`src/rtl/mem_bus_pkg.sv`:
```
// Shared types and constants for the memory bus fabric: FSM encoding,
// error-type codes and the default SoC memory map.
package mem_bus_pkg;

    typedef enum logic [1:0] {
        IDLE   = 2'd0,
        ACTIVE = 2'd1,
        ERR    = 2'd2
    } state_t;

    localparam logic ERR_TYPE_DECODE  = 1'b0;
    localparam logic ERR_TYPE_TIMEOUT = 1'b1;

    // Default SoC memory map: SRAM at the bottom, peripherals on single address bits.
    localparam logic [31:0] SRAM_BASE = 32'h0000_0000;
    localparam logic [31:0] SRAM_MASK = 32'hFFF0_0000;
    localparam logic [31:0] GPIO_BASE = 32'h0010_0000;
    localparam logic [31:0] GPIO_MASK = 32'hFFF0_0000;
    localparam logic [31:0] UART_BASE = 32'h0020_0000;
    localparam logic [31:0] UART_MASK = 32'hFFF0_0000;
    localparam logic [31:0] QSPI_BASE = 32'h0040_0000;
    localparam logic [31:0] QSPI_MASK = 32'hFFF0_0000;
    localparam logic [31:0] BOOT_BASE = 32'h0080_0000;
    localparam logic [31:0] BOOT_MASK = 32'hFFF0_0000;

    // Saturating increment for the 8-bit error counter.
    function automatic logic [7:0] sat_inc8(input logic [7:0] v);
        return (v == 8'hFF) ? v : v + 8'd1;
    endfunction

endpackage

```
`src/rtl/mem_bus_fabric_if.sv`:
```
// Bus bundle between the CPU native memory port, the fabric and the slaves.
// Handshake: a request is live while valid is high; the addressed side
// completes it by raising ready for exactly the cycle in which rdata is valid.
// The master holds address/data stable until ready, and may drop valid early
// to abandon the request, in which case no response is produced.
interface mem_bus_fabric_if #(
    parameter int NUM_SLAVES = 5
);
    logic                    m_valid;
    logic [31:0]             m_addr;
    logic [31:0]             m_wdata;
    logic [3:0]              m_wstrb;
    logic                    m_ready;
    logic [31:0]             m_rdata;
    logic [NUM_SLAVES-1:0]   s_valid;
    logic [31:0]             s_addr;
    logic [31:0]             s_wdata;
    logic [3:0]              s_wstrb;
    logic [NUM_SLAVES-1:0]   s_ready;
    logic [NUM_SLAVES*32-1:0] s_rdata;

    modport master (output m_valid, m_addr, m_wdata, m_wstrb, input m_ready, m_rdata);
    modport slave  (input s_valid, s_addr, s_wdata, s_wstrb, output s_ready, s_rdata);
    modport fabric (input m_valid, m_addr, m_wdata, m_wstrb, output m_ready, m_rdata,
                    output s_valid, s_addr, s_wdata, s_wstrb, input s_ready, s_rdata);
endinterface

```
`src/rtl/mem_bus_decode.sv`:
```
// Priority address decoder: one-hot match of the lowest-index slave whose
// masked base equals the masked address, plus a hit flag.
module mem_bus_decode #(
    parameter int                        NUM_SLAVES = 5,
    parameter logic [NUM_SLAVES*32-1:0]  SLAVE_BASE = {NUM_SLAVES{32'h0}},
    parameter logic [NUM_SLAVES*32-1:0]  SLAVE_MASK = {NUM_SLAVES{32'hFFF0_0000}}
) (
    input  logic [31:0]           addr,
    output logic [NUM_SLAVES-1:0] match,
    output logic                  hit
);

    // Scan upward; the first match blocks all higher indices.
    always_comb begin
        match = '0;
        hit   = 1'b0;
        for (int i = 0; i < NUM_SLAVES; i++) begin
            if (!hit && ((addr & SLAVE_MASK[32*i +: 32]) == SLAVE_BASE[32*i +: 32])) begin
                match[i] = 1'b1;
                hit      = 1'b1;
            end
        end
    end

endmodule

```
`src/rtl/mem_bus_fabric.sv`:
```
// Memory bus fabric: decodes the CPU request to one slave, guards it with a
// timeout watchdog and answers decode misses / timeouts with an error beat.
module mem_bus_fabric
    import mem_bus_pkg::*;
#(
    parameter int                        NUM_SLAVES     = 5,
    parameter logic [NUM_SLAVES*32-1:0]  SLAVE_BASE     = {NUM_SLAVES{32'h0}},
    parameter logic [NUM_SLAVES*32-1:0]  SLAVE_MASK     = {NUM_SLAVES{32'hFFF0_0000}},
    parameter int                        TIMEOUT_CYCLES = 1023,
    parameter logic [31:0]               ERR_RDATA      = 32'hDEAD_BEEF
) (
    input  logic            mem_clk,
    input  logic            rst,
    mem_bus_fabric_if.fabric bus,
    input  logic            err_clr,
    output logic            bus_err,
    output logic            err_type,
    output logic [31:0]     err_addr,
    output logic [7:0]      err_count,
    output state_t          dbg_state
);

    localparam logic [15:0] TIMER_LAST = 16'(TIMEOUT_CYCLES - 1);

    state_t                state_q, state_d;
    logic [NUM_SLAVES-1:0] sel_q, sel_d;
    logic [15:0]           timer_q, timer_d;
    logic                  pend_type_q, pend_type_d;
    logic                  bus_err_q, bus_err_d;
    logic                  err_type_q, err_type_d;
    logic [31:0]           err_addr_q, err_addr_d;
    logic [7:0]            err_count_q, err_count_d;

    logic [NUM_SLAVES-1:0] dec_match;
    logic                  dec_hit;
    logic                  sel_ready;
    logic [31:0]           sel_rdata;
    logic [NUM_SLAVES-1:0] s_valid_c;
    logic                  m_ready_c;
    logic [31:0]           m_rdata_c;

    mem_bus_decode #(
        .NUM_SLAVES (NUM_SLAVES),
        .SLAVE_BASE (SLAVE_BASE),
        .SLAVE_MASK (SLAVE_MASK)
    ) u_decode (
        .addr  (bus.m_addr),
        .match (dec_match),
        .hit   (dec_hit)
    );

    // Pick ready/rdata of the latched slave only; other slaves are ignored.
    always_comb begin
        sel_rdata = '0;
        for (int i = 0; i < NUM_SLAVES; i++) begin
            if (sel_q[i]) sel_rdata = bus.s_rdata[32*i +: 32];
        end
        sel_ready = |(bus.s_ready & sel_q);
    end

    // Next-state logic and bus-facing outputs of the transaction FSM.
    always_comb begin
        state_d     = state_q;
        sel_d       = sel_q;
        timer_d     = timer_q;
        pend_type_d = pend_type_q;
        s_valid_c   = '0;
        m_ready_c   = 1'b0;
        m_rdata_c   = '0;
        case (state_q)
            IDLE: begin
                if (bus.m_valid) begin
                    if (dec_hit) begin
                        sel_d   = dec_match;
                        timer_d = '0;
                        state_d = ACTIVE;
                    end else begin
                        pend_type_d = ERR_TYPE_DECODE;
                        state_d     = ERR;
                    end
                end
            end
            ACTIVE: begin
                s_valid_c = sel_q & {NUM_SLAVES{bus.m_valid}};
                m_ready_c = sel_ready;
                m_rdata_c = sel_ready ? sel_rdata : 32'h0;
                // A ready on the last allowed cycle still completes normally.
                if (sel_ready) begin
                    state_d = IDLE;
                end else if (!bus.m_valid) begin
                    state_d = IDLE;
                end else if (timer_q == TIMER_LAST) begin
                    pend_type_d = ERR_TYPE_TIMEOUT;
                    state_d     = ERR;
                end else begin
                    timer_d = timer_q + 16'd1;
                end
            end
            ERR: begin
                m_ready_c = 1'b1;
                m_rdata_c = ERR_RDATA;
                state_d   = IDLE;
            end
            default: state_d = IDLE;
        endcase
    end

    // Sticky error status; a new error beats a simultaneous clear.
    always_comb begin
        bus_err_d   = bus_err_q;
        err_type_d  = err_type_q;
        err_addr_d  = err_addr_q;
        err_count_d = err_count_q;
        if (state_q == ERR) begin
            bus_err_d   = 1'b1;
            err_type_d  = pend_type_q;
            err_addr_d  = bus.m_addr;
            err_count_d = err_clr ? 8'd1 : sat_inc8(err_count_q);
        end else if (err_clr) begin
            bus_err_d   = 1'b0;
            err_type_d  = 1'b0;
            err_addr_d  = '0;
            err_count_d = '0;
        end
    end

    // State, selection, watchdog and status registers.
    always_ff @(posedge mem_clk or posedge rst) begin
        if (rst) begin
            state_q     <= IDLE;
            sel_q       <= '0;
            timer_q     <= '0;
            pend_type_q <= 1'b0;
            bus_err_q   <= 1'b0;
            err_type_q  <= 1'b0;
            err_addr_q  <= '0;
            err_count_q <= '0;
        end else begin
            state_q     <= state_d;
            sel_q       <= sel_d;
            timer_q     <= timer_d;
            pend_type_q <= pend_type_d;
            bus_err_q   <= bus_err_d;
            err_type_q  <= err_type_d;
            err_addr_q  <= err_addr_d;
            err_count_q <= err_count_d;
        end
    end

    assign bus.s_valid = s_valid_c;
    assign bus.m_ready = m_ready_c;
    assign bus.m_rdata = m_rdata_c;
    assign bus.s_addr  = bus.m_addr;
    assign bus.s_wdata = bus.m_wdata;
    assign bus.s_wstrb = bus.m_wstrb;

    assign bus_err   = bus_err_q;
    assign err_type  = err_type_q;
    assign err_addr  = err_addr_q;
    assign err_count = err_count_q;
    assign dbg_state = state_q;

endmodule

```
`src/flat_wrapper.sv`:
```
// flat-port wrapper written by rule: the top's interface ports become plain ports
module mem_bus_fabric_flat import mem_bus_pkg::*;
#(
    parameter int                        NUM_SLAVES     = 5,
    parameter logic [NUM_SLAVES*32-1:0]  SLAVE_BASE     = {NUM_SLAVES{32'h0}},
    parameter logic [NUM_SLAVES*32-1:0]  SLAVE_MASK     = {NUM_SLAVES{32'hFFF0_0000}},
    parameter int                        TIMEOUT_CYCLES = 1023,
    parameter logic [31:0]               ERR_RDATA      = 32'hDEAD_BEEF
)
  (mem_clk, rst, err_clr, bus_err, err_type, err_addr, err_count, dbg_state, bus_m_valid, bus_m_addr, bus_m_wdata, bus_m_wstrb, bus_m_ready, bus_m_rdata, bus_s_valid, bus_s_addr, bus_s_wdata, bus_s_wstrb, bus_s_ready, bus_s_rdata);
  mem_bus_fabric_if #(.NUM_SLAVES(NUM_SLAVES)) bus_i ();
  input  logic mem_clk;
  input  logic rst;
  input  logic err_clr;
  output logic bus_err;
  output logic err_type;
  output logic [31:0] err_addr;
  output logic [7:0] err_count;
  output state_t dbg_state;
  input wire logic [$bits(bus_i.m_valid)-1:0] bus_m_valid;
  input wire logic [$bits(bus_i.m_addr)-1:0] bus_m_addr;
  input wire logic [$bits(bus_i.m_wdata)-1:0] bus_m_wdata;
  input wire logic [$bits(bus_i.m_wstrb)-1:0] bus_m_wstrb;
  output wire logic [$bits(bus_i.m_ready)-1:0] bus_m_ready;
  output wire logic [$bits(bus_i.m_rdata)-1:0] bus_m_rdata;
  output wire logic [$bits(bus_i.s_valid)-1:0] bus_s_valid;
  output wire logic [$bits(bus_i.s_addr)-1:0] bus_s_addr;
  output wire logic [$bits(bus_i.s_wdata)-1:0] bus_s_wdata;
  output wire logic [$bits(bus_i.s_wstrb)-1:0] bus_s_wstrb;
  input wire logic [$bits(bus_i.s_ready)-1:0] bus_s_ready;
  input wire logic [$bits(bus_i.s_rdata)-1:0] bus_s_rdata;
  assign bus_i.m_valid = bus_m_valid;
  assign bus_i.m_addr = bus_m_addr;
  assign bus_i.m_wdata = bus_m_wdata;
  assign bus_i.m_wstrb = bus_m_wstrb;
  assign bus_m_ready = bus_i.m_ready;
  assign bus_m_rdata = bus_i.m_rdata;
  assign bus_s_valid = bus_i.s_valid;
  assign bus_s_addr = bus_i.s_addr;
  assign bus_s_wdata = bus_i.s_wdata;
  assign bus_s_wstrb = bus_i.s_wstrb;
  assign bus_i.s_ready = bus_s_ready;
  assign bus_i.s_rdata = bus_s_rdata;
  mem_bus_fabric #(.NUM_SLAVES(NUM_SLAVES), .SLAVE_BASE(SLAVE_BASE), .SLAVE_MASK(SLAVE_MASK), .TIMEOUT_CYCLES(TIMEOUT_CYCLES), .ERR_RDATA(ERR_RDATA)) u_core (.mem_clk(mem_clk), .rst(rst), .bus(bus_i), .err_clr(err_clr), .bus_err(bus_err), .err_type(err_type), .err_addr(err_addr), .err_count(err_count), .dbg_state(dbg_state));
endmodule
```
`config.mk`:
```
export PLATFORM = sky130hd
export DESIGN_NAME = mem_bus_fabric_flat
export DESIGN_NICKNAME = d
export VERILOG_FILES = /design/src/rtl/mem_bus_pkg.sv /design/src/rtl/mem_bus_fabric_if.sv /design/src/rtl/mem_bus_decode.sv /design/src/rtl/mem_bus_fabric.sv /design/src/flat_wrapper.sv
export SDC_FILE = /design/constraint.sdc
export NUM_CORES = 1
export LEC_CHECK = 0
export ABC_CLOCK_PERIOD_IN_PS = 5530
export BUFFER_PORTS_ARGS = -buffer_cell sky130_fd_sc_hd__buf_2
export CAP_MARGIN = 20
export CORE_AREA = 5 5 147 149
export DETAILED_ROUTE_END_ITERATION = 8
export DIE_AREA = 0 0 152 154
export GPL_ROUTABILITY_DRIVEN = 0
export GPL_TIMING_DRIVEN = 0
export PLACE_DENSITY = 0.49
export SYNTH_ARGS = -nofsm -noshare
export SYNTH_HDL_FRONTEND = slang
export SYNTH_SLANG_ARGS = --single-unit
```
`constraint.sdc`:
```
create_clock -name mem_clk -period 5.53 [get_ports mem_clk]
set_input_delay 1.106 -clock mem_clk [delete_from_list [all_inputs] [get_ports mem_clk]]
set_output_delay 1.106 -clock mem_clk [all_outputs]
set_load 0.05 [all_outputs]
```
==> results.sh <==
export IMPL_outcome="completed"
export IMPL_post_route_cells_drive_above_1_share_pct=48.24
export IMPL_boundaryPins=387
export IMPL_yosys_area_top_type="dfrtp_1"
export IMPL_area_delta_synth_final_pct=45.80
export IMPL_viasPerCell=3.961
export IMPL_drv_slew=0
export IMPL_ys_ff_latch=62
export IMPL_yosysSeqAreaShare_pct=41.21
export IMPL_p_sw_share_pct=53.18
export IMPL_grt_max_degree=63
export IMPL_drc=0
export IMPL_required_ns=4.42
export IMPL_cp_top_family="buffers and inverters"
export IMPL_period_needed_ns=3.749
export IMPL_routed_wl_um=13540
export IMPL_multiInputGateArea_um2=1568
export IMPL_drtPass1Iterations=4
export IMPL_p_comb_share_pct=55.6
export IMPL_cp_max_fo=10
export IMPL_hold_buffers=0
export IMPL_die_h_um=154
export IMPL_io_buffers=214
export IMPL_drtAntennaViolNets=0
export IMPL_ff_latch_area_um2=1551
export IMPL_nFillCells=2211
export IMPL_cts_resized=0
export IMPL_synth_edff_count=0
export IMPL_crit_top_cell="clkbuf_1"
export IMPL_slew_headroom_pct=45.03
export IMPL_dp_hpwl_um=10590
export IMPL_internal_power_w=0.001280
export IMPL_finClkSkew_ns=0.009068
export IMPL_root_buffer="clkbuf_16"
export IMPL_p_sw_w=0.001454
export IMPL_antenna_cells=0
export IMPL_critPathMaxStageDelay_ns=0.51
export IMPL_netlist_area_um2=3765
export IMPL_worst_slack_ns=1.781
export IMPL_post_cts_buffers=0
export IMPL_avgSynthCellArea_um2=8.921
export IMPL_grtUsageMet2_pct=17.13
export IMPL_clock_path_buffers=2
export IMPL_max_freq_mhz=266.8
export IMPL_p_leak_nw=2.924
export IMPL_dp_slack_ns=1.783
export IMPL_yosysWarnings=0
export IMPL_yosys_most_used_dff="dfrtp_1"
export IMPL_busiest_layer="met2"
export IMPL_start_util_pct=18.79
export IMPL_synthCells=422
export IMPL_fin_nets=893
export IMPL_tritoncts="built"
export IMPL_use_met1_pct=14.30
export IMPL_grt_overflow_total=0
export IMPL_path_buf_inv=4
export IMPL_fin_crit_sh_pct=67.79
export IMPL_tightestPinTransition_ns=0.8246
export IMPL_synthTopCellsByArea="dfrtp_1 (41%), buf_4 (14%), nand2_1 (8.2%), a22o_1 (4.7%), o21ai_0 (3.2%)"
export IMPL_ir_drop_uv=246.4
export IMPL_clkSinkCount=62
export IMPL_drtIter0Drc=178
export IMPL_grt_pass1_vias=3648
export IMPL_cpMaxStageDelayCell="clkbuf_1"
export IMPL_htreeDepth=3
export IMPL_synthArstFlopShare_pct=100.0
export IMPL_yosysUniqueCellTypes=48
export IMPL_path_class="reg2out"
export IMPL_rsz0062_at_grt="false"
export IMPL_arrival_ns=2.64
export IMPL_grt_pass1_wl_um=20640
export IMPL_cts_buffers=9
export IMPL_fin_total_pwr_w=0.002734
export IMPL_cp_start_kind="flop"
export IMPL_finalNonFillerCells=925
export IMPL_dp_cells=909
export IMPL_vias=3664
export IMPL_setup_tns_ns=0
export IMPL_clk_pin_slew_ns=0.05
export IMPL_crit_path_end_kind="primary output"
export IMPL_core_um2=20040
export IMPL_die_x_um=152
export IMPL_antenna_found_initial=0
export IMPL_clkPwrFrac_pct=21.0
export IMPL_cap_violations=0
export IMPL_clk_latency_ns=0.33
export IMPL_powerDensity_nw_per_um2=498.1
export IMPL_final_hold_viol_count=0
export IMPL_grt_total_usage_pct=11.00
export IMPL_power_frac_seq_pct=23.3
export IMPL_yosys_area_top_type_share_pct=41.21
export IMPL_hold_path_class="reg2reg"
export IMPL_crit_chain="inv_1, ha_1, clkbuf_1, clkbuf_1, a21o_1, o21a_1, buf_2"
export IMPL_wire_per_inst_um=14.64
export IMPL_fp_row_count=52
export IMPL_grt_util_met3_pct=4.581
export IMPL_die_area_um2=23410
export IMPL_setup_violations=0
==> worst register-to-register path: stages, from the launching register on <==
cell      delay [ns]
dfrtp_1         0.43
inv_1           0.08
ha_1            0.13
or4bb_1         0.51
or4_4           0.59
o211ai_2        0.27
buf_6           0.19
o21ai_1         0.07
o41ai_1         0.06
==> sequential cells by signal, summed over array words and instances (netlist names) <==
register            flops
u_core.bus_err          1
u_core.pend_type_q      1
u_core.err_addr        32
u_core.err_count        8
u_core.timer_q         16
u_core.sel_q            1
u_core.err_type         1
u_core.dbg_state        2
==> synth_stat cells (all sizes together) (6+ instances only) <==
cell / number
nand3: 12
o21ai: 31
inv: 8
nand2: 83
and2: 10
nand2b: 14
a31oi: 6
clkbuf: 15
o211ai: 6
buf: 75
ha: 6
or4: 7
o31ai: 9
dfrtp: 62
nor2: 11
a22o: 21
==> routing by layer <==
metal | vias to the layer above | wire length [um]
met4 | 0 | 121
met2 | 149 | 6121
met5 | - | 0
li1 | 1844 | -
met3 | 10 | 1224
met1 | 1661 | 6071
==> area by class of cell <==
type                    count  share of cell area [%]
well taps                 270                   6.155
plain buffers              90                   11.35
clock inverters             4                  0.8206
inverters                   9                  0.6610
repair buffers            214                   19.51
flip-flops and latches     62                   28.27
clock buffers              12                   4.673
multi-input cells         264                   28.56
==> final timing paths <==
check / startpoint / endpoint / slack [ns] / cells after the start
setup / recovery: u_core.dbg_state[0] / bus_m_rdata[12] / 1.78 / 7
hold / removal: u_core.err_addr[15] / u_core.err_addr[15] / 0.49 / 1
setup reg to reg: u_core.timer_q[0] / u_core.timer_q[13] / 3.10 / 8
hold reg to reg: u_core.err_addr[15] / u_core.err_addr[15] / 0.49 / 1
max in group asynchronous: rst / u_core.err_addr[20] / 4.04 / 2
min in group asynchronous: rst / u_core.timer_q[4] / 0.94 / 2
==> per-stage QoR <==
stage                     util (%)  hold WS, ns  cell area [um^2]
final                        27.39       0.4893              5489
after global placement       25.87       0.4795              5185
after floorplan                  -       0.4572              3776
after global routing         27.39       0.5004              5489
after detailed placement     25.89       0.4744              5187
after CTS                    27.39       0.4921              5489
==> layout by cell type, fill, tap and decap left out, types with 2 or more instances in the layout <==
cell,instances
nand3_1,12
clkbuf_16,9
o21ai_0,24
buf_2,214
or4_1,4
o41ai_1,3
or4_4,3
dfrtp_1,62
buf_4,72
a22o_1,20
nand3b_1,2
nand4_1,5
clkbuf_1,16
nand2_1,82
mux2i_1,2
conb_1,4
buf_6,2
nor2_1,11
o21ai_1,7
clkbuf_8,2
a21o_1,3
a31oi_1,6
and2_1,10
clkinv_2,3
and3_1,3
nor3_1,3
a21oi_1,4
o211ai_1,5
inv_1,7
ha_1,6
and4_1,2
o21a_1,5
nand2b_1,14
o31ai_1,8
==> kinds of logic after synthesis <==
group,after synthesis,share of synthesized area (%)
simple gates,161,21.70
buf+inv,99,17.45
compound gates,91,17.02
flops,62,41.21
fa+ha+maj,6,1.994
mux,2,0.5318
other cells,1,0.09961
==> power by group through the flow <==
stage / clock [W] / sequential (W) / combinational (W)
after floorplan: 0 / 0.00103 / 0.000753
after global placement: 0 / 0.000644 / 0.00155
after detailed placement: 0 / 0.000640 / 0.00154
after CTS: 0.000594 / 0.000638 / 0.00155
after global routing: 0.000614 / 0.000653 / 0.00162
final: 0.000575 / 0.000638 / 0.00152
(Power assumes the default switching activity.)
